<file path="src/rtl/ftdi_fifo_phy.sv">
// FT245-style parallel-FIFO PHY: buffered send/receive paths, strobe timing,
// RX/TX arbitration, SIWU flush generation and activity LEDs.
module ftdi_fifo_phy #(
  parameter int unsigned CAddrLen   = 8,
  parameter int unsigned CStrobeLen = 1,
  parameter int unsigned CArbMode   = 0,
  parameter int unsigned CFlushIdle = 4,
  parameter int unsigned CLedLen    = 12
) (
  input  logic       AClkH,
  input  logic       AResetH,
  input  logic       AClkHEn,
  input  logic [7:0] ADbgDataI,
  output logic [7:0] ADbgDataO,
  output logic       ADbgDataOE,
  input  logic       ADbgRF,
  input  logic       ADbgTE,
  output logic       ADbgRd,
  output logic       ADbgWr,
  output logic       ADbgSiwu,
  output logic [1:0] ADbgLed,
  input  logic       ASync1M,
  input  logic [7:0] ASendData,
  input  logic       ASendNow,
  output logic       ASendHasSpace,
  output logic [7:0] ARecvData,
  input  logic       ARecvRdEn,
  output logic       ARecvHasData,
  input  logic       AFlushReq,
  output logic       ASendOvf,
  input  logic       AClrErr
);

  localparam int unsigned CDepth = 1 << CAddrLen;

  typedef enum logic [2:0] {
    S_IDLE,
    S_RD_STB,
    S_RD_CAP,
    S_WR_SETUP,
    S_WR_STB,
    S_GAP
  } state_t;

  state_t r_state, w_next;

  logic       r_frf, r_fte;
  logic [3:0] r_stb_cnt;
  logic       w_stb_last;
  logic [7:0] r_rd_byte;
  logic       r_last_rd;

  // Send FIFO
  logic [7:0]        r_smem [CDepth];
  logic [CAddrLen-1:0] r_swp, r_srp;
  logic [CAddrLen:0]   r_scnt;
  logic w_sfull, w_sempty, w_spush, w_spop;

  // Receive FIFO
  logic [7:0]        r_rmem [CDepth];
  logic [CAddrLen-1:0] r_rwp, r_rrp;
  logic [CAddrLen:0]   r_rcnt;
  logic w_rfull, w_rempty, w_rpush, w_rpop;

  logic       w_rd_ok, w_wr_ok, w_busy;
  logic       r_seen_busy;
  logic [3:0] r_idle_cnt;
  logic       r_siwu;
  logic       r_ovf;
  logic [CLedLen-1:0] r_led_rx, r_led_tx;

  assign w_sfull  = (r_scnt == (CAddrLen+1)'(CDepth));
  assign w_sempty = (r_scnt == '0);
  assign w_rfull  = (r_rcnt == (CAddrLen+1)'(CDepth));
  assign w_rempty = (r_rcnt == '0);

  assign w_stb_last = (r_stb_cnt == 4'(CStrobeLen - 1));
  assign w_spush    = ASendNow && !w_sfull;
  assign w_spop     = (r_state == S_WR_STB) && w_stb_last;
  assign w_rpush    = (r_state == S_RD_CAP) && !w_rfull;
  assign w_rpop     = ARecvRdEn && !w_rempty;

  assign w_rd_ok = r_frf && !w_rfull;
  assign w_wr_ok = r_fte && !w_sempty;
  assign w_busy  = !w_sempty || (r_state == S_WR_SETUP) || (r_state == S_WR_STB);

  always_ff @(posedge AClkH or posedge AResetH) begin
    if (AResetH) begin
      r_frf <= 1'b0;
      r_fte <= 1'b0;
    end else if (AClkHEn) begin
      r_frf <= ADbgRF;
      r_fte <= ADbgTE;
    end
  end

  // FSM: state register
  always_ff @(posedge AClkH or posedge AResetH) begin
    if (AResetH) r_state <= S_IDLE;
    else if (AClkHEn) r_state <= w_next;
  end

  // FSM: next state
  always_comb begin
    w_next = r_state;
    case (r_state)
      S_IDLE: begin
        if (w_rd_ok && w_wr_ok)
          w_next = (CArbMode == 0 || !r_last_rd) ? S_RD_STB : S_WR_SETUP;
        else if (w_rd_ok)
          w_next = S_RD_STB;
        else if (w_wr_ok)
          w_next = S_WR_SETUP;
      end
      S_RD_STB:   if (w_stb_last) w_next = S_RD_CAP;
      S_RD_CAP:   w_next = S_GAP;
      S_WR_SETUP: w_next = S_WR_STB;
      S_WR_STB:   if (w_stb_last) w_next = S_GAP;
      S_GAP:      w_next = S_IDLE;
      default:    w_next = S_IDLE;
    endcase
  end

  // FSM: outputs (decoded from the async-reset state, so they drop with reset)
  always_comb begin
    ADbgRd     = (r_state == S_RD_STB);
    ADbgWr     = (r_state == S_WR_STB);
    ADbgDataOE = (r_state == S_WR_SETUP) || (r_state == S_WR_STB);
    ADbgDataO  = ADbgDataOE ? r_smem[r_srp] : '0;
  end

  always_ff @(posedge AClkH or posedge AResetH) begin
    if (AResetH) begin
      r_stb_cnt <= '0;
      r_rd_byte <= '0;
      r_last_rd <= 1'b0;
    end else if (AClkHEn) begin
      if ((r_state == S_RD_STB || r_state == S_WR_STB) && !w_stb_last)
        r_stb_cnt <= r_stb_cnt + 4'd1;
      else
        r_stb_cnt <= '0;
      if (r_state == S_RD_STB && w_stb_last)
        r_rd_byte <= ADbgDataI;
      if (r_state == S_IDLE && w_next == S_RD_STB)
        r_last_rd <= 1'b1;
      else if (r_state == S_IDLE && w_next == S_WR_SETUP)
        r_last_rd <= 1'b0;
    end
  end

  always_ff @(posedge AClkH) begin
    if (AClkHEn && w_spush) r_smem[r_swp] <= ASendData;
    if (AClkHEn && w_rpush) r_rmem[r_rwp] <= r_rd_byte;
  end

  always_ff @(posedge AClkH or posedge AResetH) begin
    if (AResetH) begin
      r_swp  <= '0;
      r_srp  <= '0;
      r_scnt <= '0;
      r_rwp  <= '0;
      r_rrp  <= '0;
      r_rcnt <= '0;
    end else if (AClkHEn) begin
      if (w_spush) r_swp <= r_swp + 1'b1;
      if (w_spop)  r_srp <= r_srp + 1'b1;
      if (w_spush && !w_spop)      r_scnt <= r_scnt + (CAddrLen+1)'(1);
      else if (!w_spush && w_spop) r_scnt <= r_scnt - (CAddrLen+1)'(1);
      if (w_rpush) r_rwp <= r_rwp + 1'b1;
      if (w_rpop)  r_rrp <= r_rrp + 1'b1;
      if (w_rpush && !w_rpop)      r_rcnt <= r_rcnt + (CAddrLen+1)'(1);
      else if (!w_rpush && w_rpop) r_rcnt <= r_rcnt - (CAddrLen+1)'(1);
    end
  end

  // A flush request while busy needs no storage: busy arms the idle rule anyway.
  always_ff @(posedge AClkH or posedge AResetH) begin
    if (AResetH) begin
      r_seen_busy <= 1'b0;
      r_idle_cnt  <= '0;
      r_siwu      <= 1'b0;
    end else if (AClkHEn) begin
      r_siwu <= 1'b0;
      if (w_busy) begin
        r_seen_busy <= 1'b1;
        r_idle_cnt  <= '0;
      end else if (AFlushReq) begin
        r_siwu      <= 1'b1;
        r_seen_busy <= 1'b0;
        r_idle_cnt  <= '0;
      end else if (r_seen_busy) begin
        if (r_idle_cnt == 4'(CFlushIdle - 1)) begin
          r_siwu      <= 1'b1;
          r_seen_busy <= 1'b0;
          r_idle_cnt  <= '0;
        end else begin
          r_idle_cnt <= r_idle_cnt + 4'd1;
        end
      end
    end
  end

  always_ff @(posedge AClkH or posedge AResetH) begin
    if (AResetH) begin
      r_ovf <= 1'b0;
    end else if (AClkHEn) begin
      if (ASendNow && w_sfull) r_ovf <= 1'b1;
      else if (AClrErr)        r_ovf <= 1'b0;
    end
  end

  always_ff @(posedge AClkH or posedge AResetH) begin
    if (AResetH) begin
      r_led_rx <= '0;
      r_led_tx <= '0;
    end else if (AClkHEn) begin
      if (r_state == S_IDLE && w_next == S_RD_STB) r_led_rx <= '1;
      else if (ASync1M && r_led_rx != '0)           r_led_rx <= r_led_rx - 1'b1;
      if (r_state == S_IDLE && w_next == S_WR_SETUP) r_led_tx <= '1;
      else if (ASync1M && r_led_tx != '0)             r_led_tx <= r_led_tx - 1'b1;
    end
  end

  assign ADbgSiwu      = r_siwu;
  assign ADbgLed       = {(r_led_tx != '0), (r_led_rx != '0)};
  assign ASendOvf      = r_ovf;
  assign ASendHasSpace = !w_sfull;
  assign ARecvHasData  = !w_rempty;
  assign ARecvData     = w_rempty ? '0 : r_rmem[r_rrp];

endmodule

</file>
<file path="config.mk">
export PLATFORM = sky130hd
export DESIGN_NAME = ftdi_fifo_phy
export DESIGN_NICKNAME = d
export VERILOG_FILES = /design/src/rtl/ftdi_fifo_phy.sv
export SDC_FILE = /design/constraint.sdc
export NUM_CORES = 2
export LEC_CHECK = 0
export BUFFER_PORTS_ARGS = -buffer_cell sky130_fd_sc_hd__buf_2
export CAP_MARGIN = 40
export CORE_ASPECT_RATIO = 1.2
export CORE_MARGIN = 3
export CORE_UTILIZATION = 35
export CTS_BUF_LIST = sky130_fd_sc_hd__clkbuf_8
export CTS_CLUSTER_SIZE = 16
export DETAILED_ROUTE_END_ITERATION = 8
export GPL_TIMING_DRIVEN = 0
export PLACE_DENSITY_LB_ADDON = 0.12
export SKIP_CTS_REPAIR_TIMING = 1
export SYNTH_ARGS = -nofsm -noshare
export SYNTH_HDL_FRONTEND = slang
export SYNTH_SLANG_ARGS = --single-unit
</file>
<file path="constraint.sdc">
create_clock -name AClkH -period 4.8 [get_ports AClkH]
set_input_delay 0 -clock AClkH [delete_from_list [all_inputs] [get_ports AClkH]]
set_output_delay 0 -clock AClkH [all_outputs]
set_load 0.05 [all_outputs]
</file>
After elaboration in Yosys (flattened, before gate mapping). Memory sizes are Yosys's and may differ from the RTL's. Index checks and enable logic that the tools add are counted. Widths: inputs -> output; s select.

Output and inout bits: 25. Bits of input ports: 26. Bits in writable memories: 4096. Memories kept: 2. Register bits after elaboration: 98. Logic and storage cells: 131.

Memory list: r_rmem (words 256, width 8, rd ports 1, clocked after Yosys merged registers in 0, wr ports 1, RTL line 60) `logic [7:0] r_rmem [CDepth];`; r_smem (words 256, width 8, rd ports 1, clocked after Yosys merged registers in 0, wr ports 1, RTL line 54) `logic [7:0] r_smem [CDepth];`.

Reduce and logical (&&, ||, !) cells: 56. Multiplexer cells: 35. Eq/ne operators: 9. $add $sub $neg: 12.

Operators with widths (count): $mux 12 (4); $mux 9 (4); $add 8x1->8 const B (4); $reduce_bool 12->1 (2); $sub 12x1->12 const B (2); $reduce_and 2->1 (11); $logic_and 1x1->1 (20); $mux 4 (5); $add 9x1->9 const B (2); $eq 9x9->1 const B (2); $logic_not 9->1 (2); $sub 9x1->9 const B (2); $mux 8 (2); $mux 3 (5); $pmux 3 s5 (1); $mux 1 (14); $reduce_bool 2->1 (5); $eq 3x2->1 const B (3); $logic_not 1->1 (9); $add 4x1->4 const B (2); $eq 3x1->1 const B (2); $eq 4x2->1 const B (1); $logic_not 4->1 (1); $logic_or 1x1->1 (4); 3 further kinds (3).

Depth between registers and ports, before layout.
Depth in word-level cells: 11. Depth in mapped cells: 16. Depth with buffers taken out: 16.

Worst setup path before layout. No wires, ideal clock.

Path kind: reg2reg. From: reg r_rd_byte[0]. To: mem r_rmem[0][0], data pin. Data arrival time: 3.179 ns. Path buffers: 0. Clock period less this slack: 3.982 ns. Stages on the path, launching flop included: 1. Slack: 0.818 ns. Library setup time: 0.803 ns. Required time: 3.997 ns. Path through: dfrtp_1.

RTL lines: start: declaration (RTL line 50) `logic [7:0] r_rd_byte;`; start signal: assignment (RTL line 143) `r_rd_byte <= ADbgDataI;`; end: declaration (RTL line 60).

No word-level cell before the write port.

Worst setup path after layout.
From: reg r_srp[3]. To: out ADbgDataO[5].

Cells in the longest elaborated chain, start to end: 2.

Ends and longest elaborated chain: start: declaration (RTL line 55) `logic [CAddrLen-1:0] r_swp, r_srp;`; start signal: assignment (RTL line 166) `if (w_spop) r_srp <= r_srp + 1'b1;`; $mem_v2 256x8; $mux 8 (RTL line 129) `ADbgDataO = ADbgDataOE ? r_smem[r_srp] : '0;`; end: declaration (RTL line 14) `output logic [7:0] ADbgDataO,`.

Every way passes these cells.

==> impl_metrics.yaml <==
yosys:
  yosysWarnings: 0
  syn_avg_cell_area_um2: 20.8
  synth_top_area_share_pct: 74.9
  synth.distinct_cells: 81
  ys_async_sr_fraction_pct: 2.34
  ys.flop_type: "edfxtp_1"
  syn_area_um2: 164000
  yosysSeqAreaShare_pct: 76.4
  synthCells: 7903
  synth_edf_count: 4096
  yosysTopAreaCell: "edfxtp_1"
  synthTopCellsByArea: "edfxtp_1, mux4_2, mux2i_1"
  synth_nets: 7962
  ys_seq_elements: 4194
pwr:
  power_density_nw_per_um2: 629
  clock_power_share_pct: 23.3
  total_power_mw: 127
  pwr-share-comb_pct: 41.9
  total_leakage_power_nw: 66.3
  p_int_mw: 78.1
  switchingPower_mw: 48.6
  vdd_drop_max_mv: 0.408
  switching_share_pct: 38.4
  power.share.sequential_pct: 34.8
setup_path:
  cpPeakStageDelay_ps: 570
  crit_buf_inv: 8
  cp-end-kind: "output port"
  crit_family: "buffers and inverters"
  arrival_ps: 4990
  path_max_fanout: 8
  slowest_stage: "dfrtp_4"
  start_kind: "flop"
  critical_path_class: "reg -> out"
  required_ps: 4800
  crit_chain: "clkbuf_4 -> buf_8 -> clkbuf_2 -> buf_8 -> clkbuf_2 -> buf_6 -> nand3_1 -> a32o_2 -> o41ai_4 -> o32ai_2 -> buf_4 -> buf_6"
global_route:
  grt_overflow: 0
  antenna_found_initial: 34
  grt_pass1_wl_um: 858000
  track_usage_pct: 27.0
  first_global_vias: 92600
  grt_max_degree: 146
sta:
  fmax_ghz: 0.200
  finalCritPeriodShare_pct: 104
  rsz0062_at_grt: "true"
  clock-skew-final_ps: 67.3
  hold_slack_ps: 27.0
  slew_headroom_pct: 7.69
  tightest_slew_ps: 1380
  hold_viol: 0
  worst_slack_ps: -190
  setup_viol: 11
  post-route-min-period_ps: 4990
  slew_violations: 0
die:
  pin_count: 51
  rows: 274
  fp.dieW_um: 631
  dieArea_um2: 478000
  initial_utilization_pct: 35.3
  die_h_um: 756
  core_area_um2: 466000
cts:
  numCtsBuffers: 709
  cts_root_buffer: "clkbuf_8"
  cts.sinks: 4194
  clockBufferDepth: 4
  cts_tree: "yes"
  htreeDepth: 6
  clock_latency_ps: 1250
  path_clk_slew_ps: 60
placed_design:
  port_buffers: 50
  routabilityCongestion: 0.965
  dp_hpwl_um: 458000
route:
  routed_wl_um: 665000
  drtIter0Drc: 11900
  firstDrtPassIters: 8
  routed_via_density: 5.69
  drc: 0
  wire_per_inst_um: 40.5
  vias: 93500
  ant_nets: 0
cells_and_area:
  syn_to_final_growth_pct: 22.8
  fillers: 41000
  final_common_cell: "edfxtp_1"
  drive_gt1_share_pct: 35.0
  layout_common_cells: "edfxtp_1, mux4_2, clkbuf_8, buf_4, nor2_1"
  nets: 9718
min_path:
  min_path_type: "in -> reg"
run_status:
  outcome: "complete, but fails checks"
  failed_checks: "setup timing"
job:
  drv_cap: 0
-- area by class of cell --
type                            instances  area [um^2]  share of cell area (%)
Antenna cell                           23         57.6                  0.0285
Buffer                                458         5520                    2.73
Clock buffer                          733        10100                    5.00
Clock inverter                        508         2480                    1.23
Inverter                               42          166                  0.0825
Multi-Input combinational cell       3209        38600                    19.1
Sequential cell                      4194       125000                    62.2
Tap cell                             6210         7770                    3.85
Timing Repair Buffer                 1045        11500                    5.71
-- registers in the layout, summed over array words and instances, names as in the netlist --
| signal | count |
|---|---|
| ADbgSiwu | 1 |
| r_led_tx | 12 |
| r_led_rx | 12 |
| r_rcnt | 9 |
| r_stb_cnt | 4 |
| ASendOvf | 1 |
| r_state | 3 |
| r_swp | 8 |
| r_frf | 1 |
| r_srp | 8 |
| r_rmem | 2048 |
| r_seen_busy | 1 |
| r_rwp | 8 |
| r_rrp | 8 |
| r_fte | 1 |
| r_scnt | 9 |
| r_smem | 2048 |
| r_rd_byte | 8 |
| r_idle_cnt | 4 |
-- path summary, 6_finish.rpt --
check                             start        endpoint  cells past startpoint  slack (ps)
min in group asynchronous       AResetH       r_scnt[2]                      6         560
max in group asynchronous       AResetH        r_srp[3]                      6        3750
max                            r_srp[3]    ADbgDataO[5]                     12        -190
max reg2reg                  r_state[2]  r_rmem[209][0]                      9          30
min                            ASendNow       r_scnt[1]                      6          30
min reg2reg                r_stb_cnt[3]    r_stb_cnt[3]                      1         500
-- layer usage --
metal  routed length (um)  global-route usage [%]  up-vias
met3                49900                    4.83     1508
met4                54700                    17.7        4
met1               235000                    31.9    50300
met2               325000                    45.4     5252
li1                     -                       -    36500
met5                   31                       0        -
-- logic make-up after synthesis --
family          share of synthesized area, %
flops                                   76.4
mux                                     15.9
simple gates                            2.85
compound gates                          2.57
buf+inv                                 1.67
xor+xnor                               0.341
fa+ha+maj                              0.261
-- through the flow --
step	setup TNS, ps	worst slack (ps)	util (%)	instances	instance area, um^2
after floorplan	0	818	-	7903	164000
after global placement	-8039080	-3340	37.0	14200	172000
after detailed placement	-12880	-1130	38.5	14700	179000
after CTS	-35220	-2530	41.2	15900	192000
after global routing	-1410	-170	43.3	16400	202000
final	-1230	-190	43.3	16400	202000
-- power by group through the flow --
stage / Clock, mW / Combinational (mW) / Sequential [mW]
floorplan: 0 / 18.8 / 46.1
global placement: 0 / 39.1 / 46.8
detailed placement: 0 / 43.8 / 44.9
CTS: 30.0 / 43.9 / 44.2
global route: 31.6 / 53.4 / 44.2
finish: 29.5 / 53.2 / 44.1
-- synth_stat cells, drive strengths merged, types with 13 or more instances --
cell type and count:
a211oi 31, and3 17, a311oi 14, nand2 285
mux4 979, mux2i 372, dfrtp 98, buf 242
clkbuf 214, inv 39, xnor2 50, a22oi 34
nor2 597, o22ai 71, nand4 13, edfxtp 4096
o221ai 24, a22o 14, ha 31, a221oi 64
xor2 14, a21oi 112, o21ai 109, mux2 33
a31oi 17, nor4 18, a221o 17, nor3 52
nor2b 28, nand3 61, o31ai 15
-- tightest hold or removal path, cell delays in order --
cell and delay, ps:
dlygate4sd3_1 530, buf_2 110, and2_1 110, ha_1 200
fa_1 170, o21ai_0 70
Power figures use the tool's default switching activity.
